**config.mk**
```make
export PLATFORM = sky130hd
export DESIGN_NAME = sample_iterator_flat
export DESIGN_NICKNAME = d
export VERILOG_FILES = /design/src/rtl/sample_iterator_pkg.sv /design/src/rtl/sample_iterator_if.sv /design/src/rtl/sample_iterator_step.sv /design/src/rtl/sample_iterator.sv /design/src/flat_wrapper.sv
export SDC_FILE = /design/constraint.sdc
export NUM_CORES = 1
export LEC_CHECK = 0
export ABC_AREA = 1
export CORE_AREA = 4 4 285 287
export CTS_BUF_LIST = sky130_fd_sc_hd__clkbuf_4
export DETAILED_ROUTE_END_ITERATION = 12
export DIE_AREA = 0 0 289 291
export MAX_ROUTING_LAYER = met4
export PLACE_DENSITY = 0.54
export SYNTH_ARGS = -nofsm -noshare
export SYNTH_HDL_FRONTEND = slang
export SYNTH_SLANG_ARGS = --single-unit
```
**constraint.sdc**
```tcl
create_clock -name clk -period 4.4 [get_ports clk]
set_input_delay 0.88 -clock clk [delete_from_list [all_inputs] [get_ports clk]]
set_output_delay 0.88 -clock clk [all_outputs]
set_load 0.02 [all_outputs]
```
**src/rtl/sample_iterator_pkg.sv**
```systemverilog
// -----------------------------------------------------------------------------
// sample_iterator_pkg
// Shared raster definitions used by the sample iterator (and the downstream
// jitter/hash stage, which reuses the same one-hot MSAA encoding).
//   - DEF_* localparams : default word/geometry sizes for the raster pipe
//   - iter_state_t      : iterator FSM states
//   - subsample_step()  : one-hot MSAA select -> sample pitch in fixed point
// Optional feature macro used by this slice: SAMPLE_ITER_BACK2BACK_EN
// -----------------------------------------------------------------------------
package sample_iterator_pkg;

   localparam int DEF_SIGFIG = 24;  // fixed-point word width
   localparam int DEF_RADIX  = 10;  // fractional bits, 1 pixel = 1<<RADIX
   localparam int DEF_VERTS  = 3;
   localparam int DEF_AXIS   = 3;
   localparam int DEF_COLORS = 3;

   typedef enum logic {
      WAIT_STATE = 1'b0,
      TEST_STATE = 1'b1
   } iter_state_t;

   // [3]=1x, [2]=4x, [1]=16x, [0]=64x MSAA; pitch halves per step down.
   // A non-one-hot select has no meaningful pitch and returns zero.
   function automatic int unsigned subsample_step(input logic [3:0] sub_sample,
                                                  input int          radix);
      case (sub_sample)
         4'b1000: return 32'd1 << radix;
         4'b0100: return 32'd1 << (radix - 1);
         4'b0010: return 32'd1 << (radix - 2);
         4'b0001: return 32'd1 << (radix - 3);
         default: return 32'd0;
      endcase
   endfunction

endpackage

```
**src/rtl/sample_iterator_if.sv**
```systemverilog
// -----------------------------------------------------------------------------
// sample_iterator_if
// Bus between the bbox stage (R13), the sample iterator and the jitter/hash
// stage (R14).
//   R13 side : tri_R13S, color_R13U, box_R13S, validTri_R13H, halt_RnnnnL
//   R14 side : tri_R14S, color_R14U, sample_R14S, validSamp_R14H
// Modports:
//   master : environment view (drives R13, observes halt and R14)
//   slave  : iterator view (consumes R13, drives halt and R14)
// box_R13S[0] = LL corner, [1] = UR corner; [c][0] = x, [c][1] = y.
// -----------------------------------------------------------------------------
interface sample_iterator_if
   import sample_iterator_pkg::*;
#(
   parameter int SIGFIG = DEF_SIGFIG,
   parameter int VERTS  = DEF_VERTS,
   parameter int AXIS   = DEF_AXIS,
   parameter int COLORS = DEF_COLORS
);
   logic signed [SIGFIG-1:0] tri_R13S    [VERTS][AXIS];
   logic        [SIGFIG-1:0] color_R13U  [COLORS];
   logic signed [SIGFIG-1:0] box_R13S    [2][2];
   logic                     validTri_R13H;
   logic                     halt_RnnnnL;

   logic signed [SIGFIG-1:0] tri_R14S    [VERTS][AXIS];
   logic        [SIGFIG-1:0] color_R14U  [COLORS];
   logic signed [SIGFIG-1:0] sample_R14S [2];
   logic                     validSamp_R14H;

   modport master (
      output tri_R13S, color_R13U, box_R13S, validTri_R13H,
      input  halt_RnnnnL, tri_R14S, color_R14U, sample_R14S, validSamp_R14H
   );

   modport slave (
      input  tri_R13S, color_R13U, box_R13S, validTri_R13H,
      output halt_RnnnnL, tri_R14S, color_R14U, sample_R14S, validSamp_R14H
   );
endinterface

```
**src/rtl/sample_iterator_step.sv**
```systemverilog
// -----------------------------------------------------------------------------
// sample_step
// Combinational next-position logic for the row-major box walk.
//   x_i, y_i        : current sample position
//   ll_x_i, ll_y_i  : lower-left corner of the box
//   ur_x_i, ur_y_i  : upper-right corner of the box
//   step_i          : sample pitch
//   next_x_o/_y_o   : position of the following sample
//   last_H_o        : current position is the final sample of the box
// All comparisons are signed over the full word.
// -----------------------------------------------------------------------------
module sample_step
   import sample_iterator_pkg::*;
#(
   parameter int SIGFIG = DEF_SIGFIG
) (
   input  logic signed [SIGFIG-1:0] x_i,
   input  logic signed [SIGFIG-1:0] y_i,
   input  logic signed [SIGFIG-1:0] ll_x_i,
   input  logic signed [SIGFIG-1:0] ll_y_i,
   input  logic signed [SIGFIG-1:0] ur_x_i,
   input  logic signed [SIGFIG-1:0] ur_y_i,
   input  logic signed [SIGFIG-1:0] step_i,
   output logic signed [SIGFIG-1:0] next_x_o,
   output logic signed [SIGFIG-1:0] next_y_o,
   output logic                     last_H_o
);

   always_comb begin
      // NOTE: defaults first so every path assigns every output (no latches).
      next_x_o = x_i;
      next_y_o = y_i;
      last_H_o = 1'b0;
      if ((ll_x_i > ur_x_i) || (ll_y_i > ur_y_i)) begin
         // Inverted box: only the LL sample exists, never wrap rows.
         last_H_o = 1'b1;
      end else if (x_i < ur_x_i) begin
         next_x_o = x_i + step_i;
      end else if (y_i < ur_y_i) begin
         next_x_o = ll_x_i;
         next_y_o = y_i + step_i;
      end else begin
         last_H_o = 1'b1;
      end
   end

endmodule

```
**src/rtl/sample_iterator.sv**
```systemverilog
// -----------------------------------------------------------------------------
// sample_iterator
// Raster stage R13 -> R14. Accepts a triangle and its subsample-aligned
// bounding box, then walks the box row-major at the MSAA pitch, emitting one
// candidate sample per cycle with the triangle and colour held alongside.
//   clk              : clock
//   rst              : synchronous active-high reset
//   subSample_RnnnnU : one-hot MSAA select, sampled when a triangle is accepted
//   bus (slave)      : R13 inputs, halt_RnnnnL back-pressure, R14 outputs
// halt_RnnnnL is a decode of registered state only (no input->output path).
// Optional feature: SAMPLE_ITER_BACK2BACK_EN -- also raise halt in the cycle
// showing the last sample and accept the next triangle then, removing the
// bubble cycle between triangles.
// -----------------------------------------------------------------------------
module sample_iterator
   import sample_iterator_pkg::*;
#(
   parameter int SIGFIG = DEF_SIGFIG,
   parameter int RADIX  = DEF_RADIX,
   parameter int VERTS  = DEF_VERTS,
   parameter int AXIS   = DEF_AXIS,
   parameter int COLORS = DEF_COLORS
) (
   input  logic              clk,
   input  logic              rst,
   input  logic [3:0]        subSample_RnnnnU,
   sample_iterator_if.slave  bus
);

   iter_state_t              state_q;
   logic signed [SIGFIG-1:0] tri_q   [VERTS][AXIS];
   logic        [SIGFIG-1:0] color_q [COLORS];
   logic signed [SIGFIG-1:0] ll_x_q, ll_y_q, ur_x_q, ur_y_q, step_q;
   logic signed [SIGFIG-1:0] x_q, y_q;
   logic signed [SIGFIG-1:0] x_d, y_d;
   logic                     valid_q;
   logic                     last_h;
   logic                     halt;
   logic                     accept;

   sample_step #(.SIGFIG(SIGFIG)) u_step (
      .x_i      (x_q),
      .y_i      (y_q),
      .ll_x_i   (ll_x_q),
      .ll_y_i   (ll_y_q),
      .ur_x_i   (ur_x_q),
      .ur_y_i   (ur_y_q),
      .step_i   (step_q),
      .next_x_o (x_d),
      .next_y_o (y_d),
      .last_H_o (last_h)
   );

`ifdef SAMPLE_ITER_BACK2BACK_EN
   // last_h depends only on registered position/box, so halt stays free of
   // any combinational path from the R13 inputs.
   assign halt = (state_q == WAIT_STATE) || last_h;
`else
   assign halt = (state_q == WAIT_STATE);
`endif

   // Upstream presents a triangle and we are ready for one.
   assign accept = bus.validTri_R13H & halt;

   always_ff @(posedge clk) begin
      if (rst) begin
         // NOTE: these registers drive outputs that must read zero after
         // reset, so unlike a storage array they are cleared explicitly.
         state_q <= WAIT_STATE;
         tri_q   <= '{default: '0};
         color_q <= '{default: '0};
         ll_x_q  <= '0;
         ll_y_q  <= '0;
         ur_x_q  <= '0;
         ur_y_q  <= '0;
         step_q  <= '0;
         x_q     <= '0;
         y_q     <= '0;
         valid_q <= 1'b0;
      end else if (accept) begin
         // NOTE: non-blocking updates so every register sees pre-edge values.
         state_q <= TEST_STATE;
         tri_q   <= bus.tri_R13S;
         color_q <= bus.color_R13U;
         ll_x_q  <= bus.box_R13S[0][0];
         ll_y_q  <= bus.box_R13S[0][1];
         ur_x_q  <= bus.box_R13S[1][0];
         ur_y_q  <= bus.box_R13S[1][1];
         step_q  <= SIGFIG'(subsample_step(subSample_RnnnnU, RADIX));
         x_q     <= bus.box_R13S[0][0];
         y_q     <= bus.box_R13S[0][1];
         valid_q <= 1'b1;
      end else if ((state_q == TEST_STATE) && !last_h) begin
         x_q <= x_d;
         y_q <= y_d;
      end else begin
         // Idle in WAIT, or retire the last sample; position is held.
         state_q <= WAIT_STATE;
         valid_q <= 1'b0;
      end
   end

   // An accepted triangle must carry a legal one-hot MSAA select.
   a_onehot_step : assert property (@(posedge clk) disable iff (rst)
      accept |-> $onehot(subSample_RnnnnU));

   assign bus.halt_RnnnnL    = halt;
   assign bus.tri_R14S       = tri_q;
   assign bus.color_R14U     = color_q;
   assign bus.sample_R14S[0] = x_q;
   assign bus.sample_R14S[1] = y_q;
   assign bus.validSamp_R14H = valid_q;

endmodule

```
**src/flat_wrapper.sv**
```systemverilog
// flat-port wrapper written by rule: the top's interface ports become plain ports
module sample_iterator_flat import sample_iterator_pkg::*;
#(
   parameter int SIGFIG = DEF_SIGFIG,
   parameter int RADIX  = DEF_RADIX,
   parameter int VERTS  = DEF_VERTS,
   parameter int AXIS   = DEF_AXIS,
   parameter int COLORS = DEF_COLORS
)
  (clk, rst, subSample_RnnnnU, bus_tri_R13S, bus_color_R13U, bus_box_R13S, bus_validTri_R13H, bus_halt_RnnnnL, bus_tri_R14S, bus_color_R14U, bus_sample_R14S, bus_validSamp_R14H);
  sample_iterator_if #(.SIGFIG(SIGFIG), .VERTS(VERTS), .AXIS(AXIS), .COLORS(COLORS)) bus_i ();
  input  logic clk;
  input  logic rst;
  input  logic [3:0] subSample_RnnnnU;
  input wire logic [$bits(bus_i.tri_R13S)-1:0] bus_tri_R13S;
  input wire logic [$bits(bus_i.color_R13U)-1:0] bus_color_R13U;
  input wire logic [$bits(bus_i.box_R13S)-1:0] bus_box_R13S;
  input wire logic [$bits(bus_i.validTri_R13H)-1:0] bus_validTri_R13H;
  output wire logic [$bits(bus_i.halt_RnnnnL)-1:0] bus_halt_RnnnnL;
  output wire logic [$bits(bus_i.tri_R14S)-1:0] bus_tri_R14S;
  output wire logic [$bits(bus_i.color_R14U)-1:0] bus_color_R14U;
  output wire logic [$bits(bus_i.sample_R14S)-1:0] bus_sample_R14S;
  output wire logic [$bits(bus_i.validSamp_R14H)-1:0] bus_validSamp_R14H;
  assign bus_i.tri_R13S = {>>{bus_tri_R13S}};
  assign bus_i.color_R13U = {>>{bus_color_R13U}};
  assign bus_i.box_R13S = {>>{bus_box_R13S}};
  assign bus_i.validTri_R13H = bus_validTri_R13H;
  assign bus_halt_RnnnnL = bus_i.halt_RnnnnL;
  assign bus_tri_R14S = {>>{bus_i.tri_R14S}};
  assign bus_color_R14U = {>>{bus_i.color_R14U}};
  assign bus_sample_R14S = {>>{bus_i.sample_R14S}};
  assign bus_validSamp_R14H = bus_i.validSamp_R14H;
  sample_iterator #(.SIGFIG(SIGFIG), .RADIX(RADIX), .VERTS(VERTS), .AXIS(AXIS), .COLORS(COLORS)) u_core (.clk(clk), .rst(rst), .subSample_RnnnnU(subSample_RnnnnU), .bus(bus_i));
endmodule
```
After elaboration in Yosys (flattened, before gate mapping)
Cells that the tools add are included.
{ "totals": {"output_inout_bits": 338, "wordCells": 59, "register_bits": 457, "input_bits": 391} }
{ "op_classes": {"muxes": 16, "bitwise_logic": 2, "order_cmp": 4, "eq_ne": 7, "reduce_logical": 8, "n_addsub": 2} }
{ "ops": {"columns": ["operator", "count"], "rows": [
  ["$mux W24", 10],
  ["$add A24 B24 Y24", 2],
  ["$gt A24 B24 Y1", 2],
  ["$lt A24 B24 Y1", 2],
  ["$pmux W11 S4", 1],
  ["$ne A2 B1 Y1 const B", 3],
  ["$mux W1", 5],
  ["$eq A4 B1 Y1 const B", 1],
  ["$eq A4 B2 Y1 const B", 1],
  ["$eq A4 B3 Y1 const B", 1],
  ["$eq A4 B4 Y1 const B", 1],
  ["$reduce_and A4 Y1", 1],
  ["$reduce_bool A2 Y1", 2],
  ["$reduce_and A3 Y1", 1],
  ["$reduce_bool A3 Y1", 1],
  ["$and A1 B1 Y1", 1],
  ["$logic_and A1 B1 Y1", 1],
  ["$logic_not A1 Y1", 1],
  ["$logic_or A1 B1 Y1", 1],
  ["$not A1 Y1", 1]
]} }

Logic depth before layout (Yosys ltp)
{ "logic_depth": {"ltp_word": 8, "mapped_depth": 21, "depth_no_buf": 20} }

Modules after synthesis
A second synthesis with hierarchy kept.
{ "unflattened": {"hier_cells": 3247, "area_unflattened_um2": 22082.4} }
{ "modules_own_cells": {"columns": ["mod", "seq_area_each_um2", "cells_per_inst", "n_inst", "area_per_inst_um2"], "rows": [
  ["sample_iterator", 8748.4, 2069, 1, 15686.3],
  ["sample_step", 0.0, 1178, 1, 6396.1]
]} }

Worst setup path before layout
OpenSTA, ideal clock, no wires.
{ "synth_timing": {"path_type": "register to register", "startpoint": "register u_core.x_q[7]", "endpoint": "register u_core.x_q[19]", "setup_slack_ns": 1.999, "n_path_buf": 0, "path_stages_with_launch": 14, "arrival_ns": 2.332, "synth_period_minus_slack_ns": 2.401, "setup_time_ns": 0.069, "cell_sequence": "dfxtp_1 -> ha_1 -> inv_1 -> fa_1 -> o21ai_1 -> nand3_1 -> nor2_1 -> nand3_1 -> xor2_1 -> nand2_1 -> nand3_1 -> nand2_1 -> nand2_4 -> a21oi_2"} }
{ "synth_via": {"elab_chain_cells": 7, "word_cells_on_any_way": 13, "classes_between": "add/sub (1); order compare (1); mux (6); reduce/logical (5)"} }
{ "synth_rtl": {"columns": ["element", "line_no", "source"], "rows": [
  ["from (decl)", "sample_iterator.sv:34", "logic signed [SIGFIG-1:0] x_q, y_q;"],
  ["from (signal assigned)", "sample_iterator.sv:90", "x_q <= bus.box_R13S[0][0];"],
  ["$lt A24 B24 Y1", "sample_iterator_step.sv:37", "end else if (x_i < ur_x_i) begin"],
  ["$mux W1", "sample_iterator_step.sv:37", null],
  ["$mux W1", "sample_iterator_step.sv:34", "if ((ll_x_i > ur_x_i) || (ll_y_i > ur_y_i)) begin"],
  ["$logic_not A1 Y1", "sample_iterator.sv:93", "end else if ((state_q == TEST_STATE) && !last_h) begin"],
  ["$logic_and A1 B1 Y1", "sample_iterator.sv:93", null],
  ["$reduce_bool A2 Y1 (no source line)", null, null],
  ["$reduce_and A3 Y1 (no source line)", null, null]
]} }
Several ways; a longest one is shown, not always the timed one. The select of a mux whose other input is x is not followed.
A chain may end at the register's enable or synchronous reset.

Worst setup path after layout
{ "layout_timing": {"startpoint": "register u_core.x_q[18]", "endpoint": "register u_core.y_q[8]"} }
{ "layout_via": {"elab_chain_cells": 7, "word_cells_on_any_way": 8, "classes_between": "order compare (1); eq/ne (1); mux (2); reduce/logical (4)"} }
{ "layout_rtl": {"columns": ["element", "line_no", "source"], "rows": [
  ["$lt A24 B24 Y1 (*)", "sample_iterator_step.sv:37", null],
  ["$mux W1", "sample_iterator_step.sv:37", null],
  ["$mux W1", "sample_iterator_step.sv:34", null],
  ["$logic_not A1 Y1", "sample_iterator.sv:93", null],
  ["$logic_and A1 B1 Y1", "sample_iterator.sv:93", null],
  ["$reduce_bool A2 Y1 (no source line)", null, null],
  ["$reduce_and A4 Y1 (no source line) (*)", null, null],
  ["to (signal assigned)", "sample_iterator.sv:91", "y_q <= bus.box_R13S[0][1];"],
  ["to (signal assigned)", "sample_iterator.sv:95", "y_q <= y_d;"],
  ["to (decl)", "sample_iterator.sv:34", null]
]} }
Mark *: on every way between the ends. The rest lies on a longest branch, timed or not.

==> results.md <==
- The via count of the first global-routing pass is ~19k.
- The pre-CTS worst setup slack is just under 0.9 ns.
- The static leakage is roughly 12 nW.
- The H-tree was split into 4 levels.
- The maximum number of pins on one net before global-route repair is 198.
- The combined global-route utilization of all metal layers is a little under 20%.
- Detailed placement ended at an HPWL of 61940 um.
- The tree is rooted in a clkbuf_4.
- The number of rows created at floorplan is about 100.
- Dividing total power by cell area gives a power density of between 400 and 500 nW/um^2.
- Across the VDD grid, the largest voltage drop is around 0.24 mV.
- For the worst setup path, the data arrival time is 4.30 ns.
- The number of instances in the synthesized netlist is about 2.5k.
- Measured along the y axis, the die boundary spans just under 300 um.
- The share of flip-flops with an asynchronous set or reset after synthesis is 0%.
- The type of the most critical hold path is flop to flop.
- After floorplanning, the core was sized to cover 78610 sq um.
- After layout, the worst setup slack is about 0.91 ns.
- Of all nets on the critical path, the largest fanout is 31.
- The mapped netlist covers ~19000 sq um.
- The final routed DRC violation total is 0.
- Setup repair after global routing left no endpoint under its margin.
- The predominant post-synthesis flop cell is dfxtp_1.
- The number of vias per cell after detailed routing is between 4 and 5.
- The die extent in x is between 200 and 300 um.
- The max-capacitance violation count is 0.
- After layout, the design draws a total of roughly 0.012 W.
- The number of fillers in the final layout is 8393.
- For this run the aggregate overflow at the end of global routing stands at 0.
- The signal on the critical path passes through ha_1, nand2_1, nor2_1, nand2_1, inv_1, nand2_1, nand3_1, nor2_1, nand2_1, nand2_1, nand2_2, a21oi_1, nand3_1, nand2_4, nor2_1, nor2_1.
- After clock tree synthesis, the flow added hold-fix buffers numbering 0.
- The number of pins exceeding their max-slew limit in the final report is 0.
- For this run, the post-layout net count is approximately 3.8k.
- The count of nets left with antenna violations once routing finished came out at 0.
- In this run, the number of DRC markers left after iteration 0 of detailed routing was between 900 and 1k.
- The first global-routing pass estimated 119400 um of wire.
- The count of state elements after synthesis is roughly 440.
- The number of sinks driven by the clock tree is roughly 440.
- The largest buffer count on any clock path is 3.
- The final RePlAce weighted congestion is between 0.8 and 0.9.
- The total of warnings raised by yosys is 0.
- The area of all placed cells without fillers is 28740 sq um.
- The slowest stage of the critical path belongs to the cell nand3_1.
- The mean area per synthesized cell is approximately 7.4 sq um.
- The critical path in this run is classified as flop to flop.
- The run finished with clean final reports.
- The ratio of final minimum period to clock period is 79.41%.
- The timing-limited maximum frequency is between 200 and 300 MHz.
- The number of buffers added by the clock tree synthesis step is approximately 130.
- The most common cell type on the critical path is nand2_1.
- The final clock skew is between 0.05 and 0.06 ns.
- The post-route netlist has under 10% of its cells at a drive strength greater than 1.
- In this design, the stage delay of the slowest critical-path cell is 0.72 ns.
- The number of antenna violations at the first check in global routing is 26.
- The I/O pin count is around 730.
- Adding up every negative setup slack in the final design gives 0 ns.
- The required time reported for the critical path endpoint is 5.21 ns.
- The number of endpoints failing setup at the final stage is 0.
- The share of synthesized area occupied by flip-flops and latches is a little under half.
- After clock tree synthesis, the clock-pin slew on the worst setup and hold paths is about 0.07 ns.
- The count of input and output buffers is 728.
- TritonCTS built the clock tree.
- The startpoint class of the critical path is a flop.
- The via count is 18.98k.
- The floorplan step defined a die boundary enclosing approximately 84000 sq um.
- The routed design has 82280 um of wire.
- The final-report hold violation count is 0.
- The count of different cell masters after synthesis is between 40 and 50.
- Across the whole layout, storage elements account for slightly below 9000 sq um.
- The post-cts repair resize count is 0.
- In the final layout, the multi-input gates occupy approximately 9000 sq um.
- Dividing the detail-routed wire length by the instance count gives about 19 um.
- In this run the cell area measured after placement is around 27000 sq um.
- The number of synthesized flops with an enable pin is 0.
- The slew at the pin closest to its max-slew limit is 1.038 ns.
- In this run the post-CTS setup repair buffer count came out at 0.
- The total nets after synthesis is 3043.
- The initial utilization of the core area, before any placement, comes to 23.94%.
- The later-pin clock latency in the skew report is approximately 0.96 ns.
- After layout, the minimum clock period comes to 3.494 ns.
- In this run the tightest slew margin relative to its limit is 30.83%.
- The worst setup path is captured at a flop.
- Relative to the synthesized area, the layout overhead comes to 52.71%.
- The pre-antenna-repair detailed-routing pass consisted of 5 iterations.
- Cells fill between 30% and 40% of the core in the end.
[final timing paths]
check,start,to,slack (ns),cells past startpoint
min,u_core.ll_y_q[13],u_core.ll_y_q[13],0.47,2
min reg2reg,u_core.ll_y_q[13],u_core.ll_y_q[13],0.47,2
max reg2reg,u_core.x_q[18],u_core.y_q[8],0.91,16
max,u_core.x_q[18],u_core.y_q[8],0.91,16
[registers in the layout, summed over array words and instances, names as in the netlist]
| name | flops |
|---|---|
| u_core.bus.color_R14U | 72 |
| u_core.bus.tri_R14S | 216 |
| u_core.ll_x_q | 24 |
| u_core.ll_y_q | 24 |
| u_core.state_q | 1 |
| u_core.step_q | 4 |
| u_core.ur_x_q | 24 |
| u_core.ur_y_q | 24 |
| u_core.x_q | 24 |
| u_core.y_q | 24 |
[cells in the final DEF (no fill, tap or decap), types with 3 or more instances in the layout]
| cell type | netlist | layout |
|---|---|---|
| o21a_1 | 5 | 5 |
| clkbuf_4 | 0 | 186 |
| xnor2_1 | 7 | 7 |
| clkinvlp_4 | 0 | 3 |
| xor2_1 | 11 | 11 |
| buf_4 | 3 | 9 |
| dfxtp_1 | 437 | 437 |
| o21ai_1 | 9 | 9 |
| buf_12 | 1 | 9 |
| inv_8 | 0 | 7 |
| inv_1 | 146 | 146 |
| clkdlybuf4s50_1 | 0 | 727 |
| a21oi_1 | 148 | 148 |
| nand3_1 | 59 | 59 |
| diode_2 | 0 | 26 |
| a21oi_2 | 7 | 7 |
| clkinv_1 | 0 | 10 |
| a21o_1 | 5 | 5 |
| nor3_1 | 7 | 7 |
| nand2_2 | 10 | 10 |
| nor2_1 | 671 | 671 |
| nor2_2 | 3 | 3 |
| a21boi_0 | 8 | 8 |
| nand4_1 | 13 | 13 |
| nand2_4 | 8 | 9 |
| ha_1 | 102 | 102 |
| nand2_1 | 359 | 358 |
| inv_6 | 0 | 4 |
| o21ai_0 | 362 | 362 |
[power breakdown]
part / switching, W / internal (W)
combinational: 0.00184 / 0.00137
clock: 0.00194 / 0.00202
sequential: 0.000244 / 0.00434
total: 0.00403 / 0.00773
[cells by family after synthesis]
logic type | synth area share [%]
flops | 46.48
simple gates | 24.16
compound gates | 15.28
buf+inv | 6.262
fa+ha+maj | 6.993
xor+xnor | 0.8375
[synth_stat cells (2+ instances only)]
cell        n  area, sq um
nand2_4     8        90.09
nand3_1    59        295.3
or2_2       2        12.51
dfxtp_1   437         8748
o21a_1      5        37.54
a21o_1      5        37.54
fa_1        2        40.04
nor3_1      7        35.03
a21boi_0    8        60.06
buf_2       2        10.01
buf_6       4        45.04
a21oi_2     7        61.31
o211ai_1    2        15.01
xor2_1     11        96.34
clkbuf_1  130        488.0
inv_2       4        15.01
o21ai_1     9        45.04
nand2_2    10        62.56
nand2_1   359         1348
ha_1      102         1276
buf_4       3        22.52
nand4_1    13        81.33
inv_1     146        548.0
buf_1       8        30.03
nor2_2      3        18.77
xnor2_1     7        61.31
nor2_1    671         2519
a21oi_1   148        740.7
o21ai_0   362         1812
a21boi_1    2        15.01
[layer usage]
metal  global-route usage, %  wire [um]  vias to the layer above
met4                   5.530       1927                        0
met1                   20.85      32100                     8500
met5                       -          0                        -
li1                        -          -                     9770
met3                   8.019       7679                      128
met2                   32.99      40570                      577
[critical path, delay by kind of cell (launching register included)]
kind                       cells  cell delay [ns]
DFF                            1             0.47
AOI/OAI and AO/OA              1             0.27
buffers and inverters          1             0.05
and+or+nand+nor               13             2.30
adders and majority gates      1             0.28
[area by class of cell]
cell class	count	share of cell area, %
Clock inverter	27	0.7269
Multi-Input combinational cell	1813	30.98
Sequential cell	437	30.44
Inverter	150	2.011
Antenna cell	26	0.2264
Tap cell	1050	4.571
Clock buffer	186	4.858
Timing Repair Buffer	746	26.20
[per-stage QoR]
stage	instances	hold slack, ns
5_1_grt	4432	0.4326
4_1_cts	4409	0.3728
3_3_place_gp	4196	0.4571
2_1_floorplan	2548	0.4453
6_report	4435	0.4711
3_5_place_dp	4196	0.4621
Power figures use the tool's default switching activity.
